[src/rtl/jtframe_sdram_share.sv]
// jtframe_sdram_share: arbitrates one SDRAM bank port between the game (priority) and an aux engine.
// Define JTFRAME_SDRAM_SHARE_TIMEOUT_EN to add a grant-to-ba_rdy watchdog and the sticky aux_err flag.
module jtframe_sdram_share #(
    parameter int AW      = 22,
    parameter int MAXWAIT = 4,
    parameter int TOUT    = 255
)(
    input  logic          clk,
    input  logic          rst_n,
    input  logic [AW-1:0] game_addr,
    input  logic          game_rd,
    input  logic          game_wr,
    input  logic [15:0]   game_din,
    input  logic [1:0]    game_din_m,
    output logic          game_ack,
    output logic          game_dst,
    output logic          game_rdy,
    input  logic [AW-1:0] aux_addr,
    input  logic          aux_we,
    input  logic [15:0]   aux_din,
    input  logic [1:0]    aux_din_m,
    input  logic          aux_req,
    output logic          aux_busy,
    output logic          aux_done,
    output logic [15:0]   aux_dout,
    output logic          aux_err,
    output logic [AW-1:0] ba_addr,
    output logic          ba_rd,
    output logic          ba_wr,
    output logic [15:0]   ba_din,
    output logic [1:0]    ba_din_m,
    input  logic          ba_ack,
    input  logic          ba_dst,
    input  logic          ba_rdy,
    input  logic [15:0]   data_read
);
    localparam logic [1:0] S_IDLE  = 2'd0;
    localparam logic [1:0] S_GAME  = 2'd1;
    localparam logic [1:0] S_AREQ  = 2'd2;
    localparam logic [1:0] S_AWAIT = 2'd3;
    localparam logic [3:0] WAIT_MAX = 4'(MAXWAIT);

    logic [1:0]    r_state, w_next;
    logic          r_pend, r_we, r_done;
    logic [AW-1:0] r_addr;
    logic [15:0]   r_din, r_dout;
    logic [1:0]    r_din_m;
    logic [3:0]    r_wait;
    logic          w_game_req, w_starve, w_aux_own, w_accept;
    logic          w_aux_fin, w_tout, w_aux_end;

    assign w_game_req = game_rd | game_wr;
    assign w_starve   = r_pend && (r_wait == WAIT_MAX);
    assign w_aux_own  = (r_state == S_AREQ) || (r_state == S_AWAIT);
    assign w_accept   = aux_req && !r_pend;
    assign w_aux_fin  = ba_rdy && ((r_state == S_AWAIT) || (r_state == S_AREQ && ba_ack));
    assign w_aux_end  = w_aux_fin || (w_tout && w_aux_own);

`ifdef JTFRAME_SDRAM_SHARE_TIMEOUT_EN
    localparam logic [7:0] TOUT_LAST = 8'(TOUT - 1);
    logic [7:0] r_tcnt;
    logic       r_err;

    // Counter rests at zero in IDLE, so every grant starts counting from zero
    assign w_tout  = (r_state != S_IDLE) && !ba_rdy && (r_tcnt == TOUT_LAST);
    assign aux_err = r_err;

    always_ff @(posedge clk or negedge rst_n) begin
        if (!rst_n) begin
            r_tcnt <= 8'd0;
            r_err  <= 1'b0;
        end else begin
            r_tcnt <= (r_state == S_IDLE) ? 8'd0 : r_tcnt + 8'd1;
            if (w_accept)
                r_err <= 1'b0;
            else if (w_tout && w_aux_own)
                r_err <= 1'b1;
        end
    end
`else
    // Keeps TOUT referenced in builds without the watchdog
    logic [7:0] w_unused_tout;
    assign w_unused_tout = 8'(TOUT);
    assign w_tout        = 1'b0;
    assign aux_err       = 1'b0;
`endif

    always_comb begin
        w_next = r_state;
        case (r_state)
            S_IDLE:  if (w_starve)        w_next = S_AREQ;
                     else if (w_game_req) w_next = S_GAME;
                     else if (r_pend)     w_next = S_AREQ;
            S_GAME:  if (ba_rdy)          w_next = S_IDLE;
            S_AREQ:  if (ba_ack && ba_rdy) w_next = S_IDLE;
                     else if (ba_ack)     w_next = S_AWAIT;
            default: if (ba_rdy)          w_next = S_IDLE;
        endcase
        if (w_tout)
            w_next = S_IDLE;
    end

    always_ff @(posedge clk or negedge rst_n) begin
        if (!rst_n) begin
            r_state <= S_IDLE;
            r_pend  <= 1'b0;
            r_addr  <= '0;
            r_we    <= 1'b0;
            r_din   <= 16'd0;
            r_din_m <= 2'd0;
        end else begin
            r_state <= w_next;
            if (w_accept) begin
                r_pend  <= 1'b1;
                r_addr  <= aux_addr;
                r_we    <= aux_we;
                r_din   <= aux_din;
                r_din_m <= aux_din_m;
            end else if (w_aux_end) begin
                r_pend  <= 1'b0;
            end
        end
    end

    // wait_cnt only counts game grants taken while aux is already latched
    always_ff @(posedge clk or negedge rst_n) begin
        if (!rst_n) begin
            r_done <= 1'b0;
            r_dout <= 16'd0;
            r_wait <= 4'd0;
        end else begin
            r_done <= w_aux_end;
            if (w_aux_own && !r_we && ba_dst)
                r_dout <= data_read;
            if (w_aux_end)
                r_wait <= 4'd0;
            else if (r_state == S_IDLE && !w_starve && w_game_req && r_pend && r_wait != WAIT_MAX)
                r_wait <= r_wait + 4'd1;
        end
    end

    assign ba_addr  = w_aux_own ? r_addr  : game_addr;
    assign ba_din   = w_aux_own ? r_din   : game_din;
    assign ba_din_m = w_aux_own ? r_din_m : game_din_m;
    assign ba_rd    = (r_state == S_GAME) ? game_rd : ((r_state == S_AREQ) && !r_we);
    assign ba_wr    = (r_state == S_GAME) ? game_wr : ((r_state == S_AREQ) &&  r_we);

    assign game_ack = (r_state == S_GAME) && ba_ack;
    assign game_dst = (r_state == S_GAME) && ba_dst;
    assign game_rdy = (r_state == S_GAME) && ba_rdy;

    assign aux_busy = r_pend;
    assign aux_done = r_done;
    assign aux_dout = r_dout;
endmodule

[config.mk]
export PLATFORM = sky130hd
export DESIGN_NAME = jtframe_sdram_share
export DESIGN_NICKNAME = d
export VERILOG_FILES = /design/src/rtl/jtframe_sdram_share.sv
export SDC_FILE = /design/constraint.sdc
export NUM_CORES = 1
export LEC_CHECK = 0
export BUFFER_PORTS_ARGS = -buffer_cell sky130_fd_sc_hd__buf_2
export CORE_ASPECT_RATIO = 0.9
export CORE_UTILIZATION = 40
export CTS_BUF_LIST = sky130_fd_sc_hd__clkbuf_4 sky130_fd_sc_hd__clkbuf_8 sky130_fd_sc_hd__clkbuf_16
export DETAILED_ROUTE_END_ITERATION = 10
export GPL_ROUTABILITY_DRIVEN = 0
export PLACE_DENSITY_LB_ADDON = 0.25
export SYNTH_ARGS = -nofsm -noshare
export SYNTH_HDL_FRONTEND = slang
export SYNTH_SLANG_ARGS = --single-unit
export TNS_END_PERCENT = 20
[constraint.sdc]
create_clock -name clk -period 2 [get_ports clk]
set_clock_uncertainty 0.2 [all_clocks]
set_input_delay 0.4 -clock clk [delete_from_list [all_inputs] [get_ports clk]]
set_output_delay 0.4 -clock clk [all_outputs]
set_load 0.005 [all_outputs]
# Yosys cells after proc, flatten, opt, wreduce, memory -nomap -nowiden
# Index checks and enable logic that the tools add are counted.
classes:
  muxes: 16
  bitwise: 1
  reduce_logical: 26
  eq_ne: 7
  n_addsub: 1
op_table:
  columns: ["cell", "count"]
  rows:
  - ["$mux 22", 1]
  - ["$logic_and 1x1->1", 16]
  - ["$mux 16", 1]
  - ["$mux 2", 7]
  - ["$mux 4", 2]
  - ["$add 4x1->4 const B", 1]
  - ["$eq 2x2->1 const B", 2]
  - ["$eq 4x3->1 const B", 1]
  - ["$mux 1", 4]
  - ["$ne 4x3->1 const B", 1]
  - ["$ne 4x4->1 const B", 1]
  - ["$pmux 2 s2", 1]
  - ["$reduce_bool 2->1", 2]
  - ["$logic_not 1->1", 3]
  - ["$ne 3x2->1 const B", 1]
  - ["$reduce_and 3->1", 1]
  - ["$reduce_bool 3->1", 1]
  - ["$eq 2x1->1 const B", 1]
  - ["$logic_not 2->1", 1]
  - ["$logic_or 1x1->1", 2]
  - ["$or 1x1->1", 1]
totals:
  in_bits: 105
  ff_bits: 65
  output_inout_bits: 64

# Depth between registers and ports, before layout
# Gate-level depths: netlist of the first run.
logic_depth:
  word_depth: 9
  mapped_depth: 5
  ltp_nobuf: 5

# Worst setup path before layout of the first run
# No wires, ideal clock.
synth_timing:
  path_kind: "reg-to-output"
  from: "register r_state[1]"
  to: "output ba_addr[0]"
  t_arrival_ps: 1063
  path_stages_with_launch: 4
  path_slack_ps: 337
  required_time_ps: 1400
  path_cell_list: "dfrtp_1 -> buf_4 -> buf_2 -> mux2_2"
synth_via:
  elab_chain_cells: 3
synth_lines:
  columns: ["element", "line", "text"]
  rows:
  - ["from (decl)", "43", "logic [1:0] r_state, w_next;"]
  - ["from (signal assigned)", "112", "r_state <= w_next;"]
  - ["$eq 2x2->1", "54", "assign w_aux_own = (r_state == S_AREQ) || (r_state == S_AWAIT);"]
  - ["$logic_or 1x1->1 (*)", "54", null]
  - ["$mux 22 (*)", "142", "assign ba_addr = w_aux_own ? r_addr : game_addr;"]
  - ["to (decl)", "27", "output logic [AW-1:0] ba_addr,"]
# Every way passes the cells marked *; elsewhere a longest branch is shown, timed or not.

# Worst setup path after layout of the first run
layout_timing:
  from: "register r_state[1]"
  to: "output ba_din[10]"
layout_via:
  elab_chain_cells: 3
layout_lines:
  columns: ["element", "line", "text"]
  rows:
  - ["$eq 2x2->1", "54", null]
  - ["$logic_or 1x1->1 (*)", "54", null]
  - ["$mux 16 (*)", "143", "assign ba_din = w_aux_own ? r_din : game_din;"]
  - ["to (decl)", "30", "output logic [15:0] ba_din,"]
# Marked as above.

==> metrics.yaml, run 1 <==
die:
  die_h_um: 88.0
  std_cell_rows: 30
  io-pin-count: 169
  die_width_um: 97.6
  dieArea_um2: 8590
  initial_core_util_pct: 42.5
  core_um2: 7730
drt:
  routedWlPerCell_um: 14.7
  totalWireLength_mm: 7.28
  dr_total_vias: 2370
  drtPass1Iterations: 4
  drt_iter0_markers: 49
  ant_nets: 0
  drc: 0
  vias_per_cell: 4.77
yosys:
  synth_top_area_cell: "dfrtp_1"
  ys_warn_count: 0
  synth_ff_type: "dfrtp_1"
  yosysTopAreaCellShare_pct: 49.5
  synth_cell_types: 29
  synth_area_um2: 3290
  netlist_instances: 219
  synth_area_leaders: "dfrtp_1, mux2_2, mux2_4"
  synth-seq-cells: 65
  synth_edf_count: 0
  synthArstFlopShare_pct: 100
  syn_nets: 326
  avgSynthCellArea_um2: 15.0
  ys_seq_area_share_pct: 49.5
timing:
  rsz0062_at_grt: "yes"
  drv_slew: 0
  whs_ps: 68.3
  period_share_pct: 102
  final-setup-viol-count: 36
  setup_slack_ps: -37.4
  finalCriticalPeriod_ps: 2040
  fmaxAchievable_mhz: 491
  hold_viol: 0
place:
  dp_slack_ps: 304
  dpl.hpwl_mm: 5.33
  io_buffers: 167
setup_path:
  cp_max_fo: 23
  cp.required_ps: 1400
  r2r-end: "aux_dout[11]"
  critPathKind: "reg -> out"
  startpoint: "r_state[1]"
  end_kind: "primary output"
  crit_chain: "buf_12, mux2_2, buf_2"
  start_kind: "register"
  critPathSlowestCell: "dfrtp_2"
  r2r-start: "r_state[1]"
  ff2ff_path_depth: 3
  ff2ff_setup_slack_ps: 320
  slowest_delay_ps: 430
  worstPathArrival_ps: 1440
clock_tree:
  cts_root_buf: "clkbuf_8"
  clock-sinks: 65
  cts_tree: "built"
  cts_buffer_depth: 2
  numCtsBuffers: 9
  htreeDepth: 3
  clk_pin_slew_worst_paths_ps: 70
  insertion_delay_ps: 330
worst_hold_path:
  min_path_type: "in -> reg"
  holdCritStartpoint: "aux_we"
  holdPathEnd: "r_we"
  min_delay_path_depth: 3
global_routing:
  grt_max_degree: 66
  antenna_found_initial: 0
  grt_pass1_vias: 2350
  grt_pass1_wl_mm: 11.6
  grt_usage_pct: 17.4
  overflow: 0
pwr:
  powerDensity_nw_per_um2: 1370
  p_sw_share_pct: 29.5
  total_leakage_power_nw: 2.31
  seqPwrFrac_pct: 38.0
  ir_worst_vdd_mv: 0.561
  comb_power_share_pct: 43.6
  power.total_mw: 6.18
  p_switching_mw: 1.82
  p_int_mw: 4.36
  p_clk_share_pct: 18.4
outcome:
  status: "complete, but fails checks"
  violations: "negative setup slack"
job:
  maxCapViolations: 0
final_layout:
  nFillCells: 658
  drive_gt1_share_pct: 73.8
  diodes: 0
  final_nets: 503
  syn_to_final_growth_pct: 37.4
  utilization_pct: 58.4
-- logic make-up (layout without fill, tap and decap cells) --
family | Yosys count | count (layout) | synth area share [%]
other | 1 | 1 | 0.114
DFF | 65 | 65 | 49.5
AOI/OAI and AO/OA | 15 | 15 | 3.27
buffers and inverters | 19 | 201 | 4.83
muxes | 100 | 100 | 38.3
adders and majority gates | 2 | 2 | 0.761
and+or+nand+nor | 17 | 17 | 3.23
-- how the worst max path moves through the flow --
stage,to,slack [ps],cells after the start
4_1_cts,ba_din[10],-60,3
3_3_place_gp,ba_wr,330,4
2_1_floorplan,ba_addr[0],340,3
6_report,ba_din[10],-40,3
3_5_place_dp,ba_rd,300,4
5_1_grt,ba_din[10],-110,3
-- metrics by stage --
stage | setup TNS (ps) | instance area (um2) | cells
2_1_floorplan | 0 | 3290 | 219
3_3_place_gp | 0 | 4250 | 479
3_5_place_dp | 0 | 4250 | 479
4_1_cts | -1820 | 4490 | 497
5_1_grt | -3460 | 4520 | 497
6_report | -909 | 4520 | 497
-- power groups by stage --
stage | Clock [mW] | Sequential (mW) | Combinational (mW)
floorplan | 0 | 2.29 | 1.78
global placement | 0 | 2.37 | 2.55
detailed placement | 0 | 2.38 | 2.62
CTS | 1.18 | 2.36 | 2.69
global route | 1.25 | 2.44 | 2.94
finish | 1.14 | 2.35 | 2.69
-- final cells by class --
cell class / count / area [um2] / area share [%]
sequential: 65 / 1630 / 36.0
clock buffer: 11 / 151 / 3.35
clock inverter: 5 / 53.8 / 1.19
multi-input combinational: 135 / 1530 / 33.9
timing repair buffer: 178 / 1010 / 22.3
tap: 96 / 120 / 2.66
inverter: 7 / 26.3 / 0.581
-- Yosys cell counts (2+ instances only) --
library cell and number:
mux2_2 59, nor2b_1 3, buf_12 3, o21ai_0 5, o2111ai_1 3, a22o_1 2
dfrtp_1 65, mux2_4 37, inv_1 7, buf_2 4, nand2_1 5, ha_1 2
buf_4 2, mux2i_1 4, buf_6 2, and2_1 3
-- state kept, by name, summed over array words and instances (netlist names) --
name,cells
r_din,16
r_din_m,2
r_state,2
r_we,1
aux_busy,1
r_wait,4
r_addr,22
aux_done,1
aux_dout,16
-- placed cells by master, fill, tap and decap left out, types with 5 or more instances in the layout --
cell type,count
clkbuf_8,11
nand2_1,5
buf_4,5
mux2_2,55
dfrtp_1,63
inv_1,7
buf_12,5
buf_2,163
mux2_4,41
o21ai_0,5
-- what timing repair did --
item	in CTS	in global routing
endpoints found under the hold margin	65	0
resized for setup	5	6
setup endpoints to repair	42	45
buffers inserted	1	0
hold buffers	1	0
-- critical path, delay by kind of cell (launching register included) --
kind | cells | cell delay, ps
flip-flops | 1 | 430
multiplexers | 1 | 350
buffers and inverters | 2 | 320
-- routing by layer --
| metal | share of wire [%] | GRT usage (%) |
|---|---|---|
| met5 | 0 | 0 |
| met4 | 0.89 | 6.02 |
| met3 | 6.0 | 5.03 |
| met2 | 51 | 29.3 |
| met1 | 42 | 21.8 |
(Power assumes the default switching activity.)
==> inputs of run 2 (changes only) <==
--- a/config.mk
+++ b/config.mk
@@ -15,4 +15,3 @@
 export SYNTH_ARGS = -nofsm -noshare
 export SYNTH_HDL_FRONTEND = slang
 export SYNTH_SLANG_ARGS = --single-unit
-export TNS_END_PERCENT = 20
==> constraint.sdc (replaced) <==
create_clock -name clk -period 2.6 [get_ports clk]
set_clock_uncertainty 0.2 [all_clocks]
set_input_delay 0.52 -clock clk [delete_from_list [all_inputs] [get_ports clk]]
set_output_delay 0.52 -clock clk [all_outputs]
set_load 0.005 [all_outputs]
==> run 2 against run 1 <==
The run now ends clean. Register-to-register slack improved by 460 ps. Total power decreased by 24%. Clock-buffer cell count decreased by 2. Non-clock buffer count decreased by 7. Final cell count decreased by 1.4%. Critical path depth increased by 1. Core utilization decreased by 1.5 points. Via count decreased by 2.3%. Global-route usage decreased by 1.1 points. Critical path type unchanged. Critical endpoint is now ba_wr. Largest power group unchanged. Highest routed layer unchanged.
==> metrics.yaml, run 2 (same netlist as run 1, synthesis figures left out) <==
final_layout:
  syn_to_final_growth_pct: 33.9
  final_common_cell: "buf_2"
  drive_gt1_share_pct: 73.1  # -0.72 points
  largest_register_ffs: 22  # unchanged
  layoutNonFillerInstCount: 490  # -1.4%
  diodes: 0  # unchanged
  final_nets: 496  # -1.4%
  utilization_pct: 57.0  # -1.5 points
  top_register: "r_addr"
  final_area_um2: 4400  # -2.5%
  layout_common_cells: "buf_2, dfrtp_1, mux2_2, mux2_4, clkbuf_8"
place:
  dpl.hpwl_mm: 5.13  # -3.7%
  dp_cells: 474  # -1.0%
  io_buffers: 167  # unchanged
  dp_slack_ps: 599  # +296 ps
  place_area_um2: 4190  # -1.5%
clock_tree:
  htreeDepth: 3  # unchanged
  clk_pin_slew_worst_paths_ps: 70  # about the same
  ctsResizeCount: 0  # -5
  clock-sinks: 65  # unchanged
  numCtsBuffers: 9  # unchanged
  cts_buffer_depth: 2  # unchanged
  insertion_delay_ps: 330  # about the same
  cts_tree: "built"
  cts_hold_buf: 0  # -1
  cts_root_buf: "clkbuf_8"
  post_cts_buffers: 0  # -1
pwr:
  seqPwrFrac_pct: 39.2  # +1.2 points
  comb_power_share_pct: 40.8  # -2.8 points
  p_clk_share_pct: 20.1  # +1.7 points
  ir_worst_vdd_mv: 0.430  # -23%
  p_switching_mw: 1.39  # -24%
  total_leakage_power_nw: 2.25  # -2.8%
  powerDensity_nw_per_um2: 1060  # -22%
  p_sw_share_pct: 29.7  # +0.22 points
  power.total_mw: 4.67  # -24%
  p_int_mw: 3.28  # -25%
timing:
  finalSetupTns_ps: 0  # +909 ps
  final-setup-viol-count: 0  # -100%
  finalCriticalPeriod_ps: 2400
  period_share_pct: 92.5
  drv_slew: 0  # unchanged
  tightest_slew_ps: 749
  whs_ps: 47.1  # -21.2 ps
  fmaxAchievable_mhz: 416
  hold_viol: 0  # unchanged
  rsz0062_at_grt: "no"
  max-slew-margin-rel_pct: 50.1
  setup_slack_ps: 195  # +233 ps
drt:
  drc: 0  # unchanged
  vias_per_cell: 4.73  # -0.88%
  routedWlPerCell_um: 14.4  # -1.5%
  drtPass1Iterations: 4  # unchanged
  dr_total_vias: 2316  # -2.3%
  drt_iter0_markers: 77  # +57%
  ant_nets: 0  # unchanged
  totalWireLength_mm: 7.07  # -2.9%
setup_path:
  start_kind: "register"
  r2r-end: "r_din[9]"
  cp_max_fo: 47  # +100%
  cp.required_ps: 1880  # +480 ps
  ff2ff_path_depth: 3  # unchanged
  end_kind: "primary output"
  critPathKind: "reg -> out"
  slowest_delay_ps: 420  # about the same
  critPathSlowestCell: "dfrtp_2"
  ff2ff_setup_slack_ps: 780  # +460 ps
  worstPathArrival_ps: 1680  # +240 ps
  crit_chain: "buf_12, nor2b_1, a22o_1, buf_2"
  r2r-start: "aux_busy"
die:
  std_cell_rows: 30  # unchanged
  core_um2: 7730  # unchanged
  die_h_um: 88.0  # unchanged
  io-pin-count: 169  # unchanged
  initial_core_util_pct: 42.5  # unchanged
  dieArea_um2: 8590  # unchanged
  die_width_um: 97.6  # unchanged
outcome:
  status: "completed"
global_routing:
  grt_usage_pct: 16.4  # -1.1 points
  antenna_found_initial: 0  # unchanged
  grt_pass1_wl_mm: 10.9  # -6.6%
  grt_pass1_vias: 2259  # -3.9%
  grt_max_degree: 48  # -27%
  overflow: 0  # unchanged
worst_hold_path:
  min_path_type: "in -> async"
job:
  maxCapViolations: 0  # unchanged
[run 2: cell types whose count changed in the layout (fill, tap and decap cells not counted), moves of 2 or more]
cell	change
buf_12	-2
buf_2	+4
buf_4	-4
buf_6	-4
clkbuf_8	-2
mux2_2	+4
mux2_4	-4
[run 2: worst max path at each step]
stage / end / start / cells after the start
6_report: ba_wr / r_state[1] / 4
5_1_grt: ba_wr / r_state[1] / 4
4_1_cts: ba_wr / r_state[1] / 4
3_5_place_dp: ba_wr / r_state[1] / 4
3_3_place_gp: ba_wr / r_state[1] / 4
2_1_floorplan: ba_addr[0] / r_state[1] / 3
[run 2: area by class of cell]
class | instances | area (um2)
fillers | 675 | 3330
flip-flops and latches | 65 | 1630
multi-input cells | 135 | 1510
repair buffers | 171 | 903
clock buffers | 9 | 124
well taps | 96 | 120
clock inverters | 7 | 95.1
inverters | 7 | 26.3
[run 2: critical path: cells and delay by family, from the launching register on]
family                 cells  cell delay [ps]
AO/OA/AOI/OAI              1              240
buffers and inverters      2              310
flip-flops                 1              420
AND/OR/NAND/NOR            1              360
[run 2: metal layers]
layer  vias to the layer above  part of all wire (%)  track usage (%)
met5                         -                     0                0
met3                         8                   6.9             4.79
met1                      1101                    43             20.7
met2                        91                    49             27.0
met4                         0                   1.1             6.02
li1                       1116                     -                -
[run 2: power by group through the flow]
stage | sequential (mW) | combinational [mW] | clock [mW]
2_1_floorplan | 1.76 | 1.37 | 0
3_3_place_gp | 1.83 | 1.88 | 0
3_5_place_dp | 1.83 | 1.94 | 0
4_1_cts | 1.83 | 1.94 | 0.962
5_1_grt | 1.90 | 2.08 | 1.01
6_report | 1.83 | 1.91 | 0.937
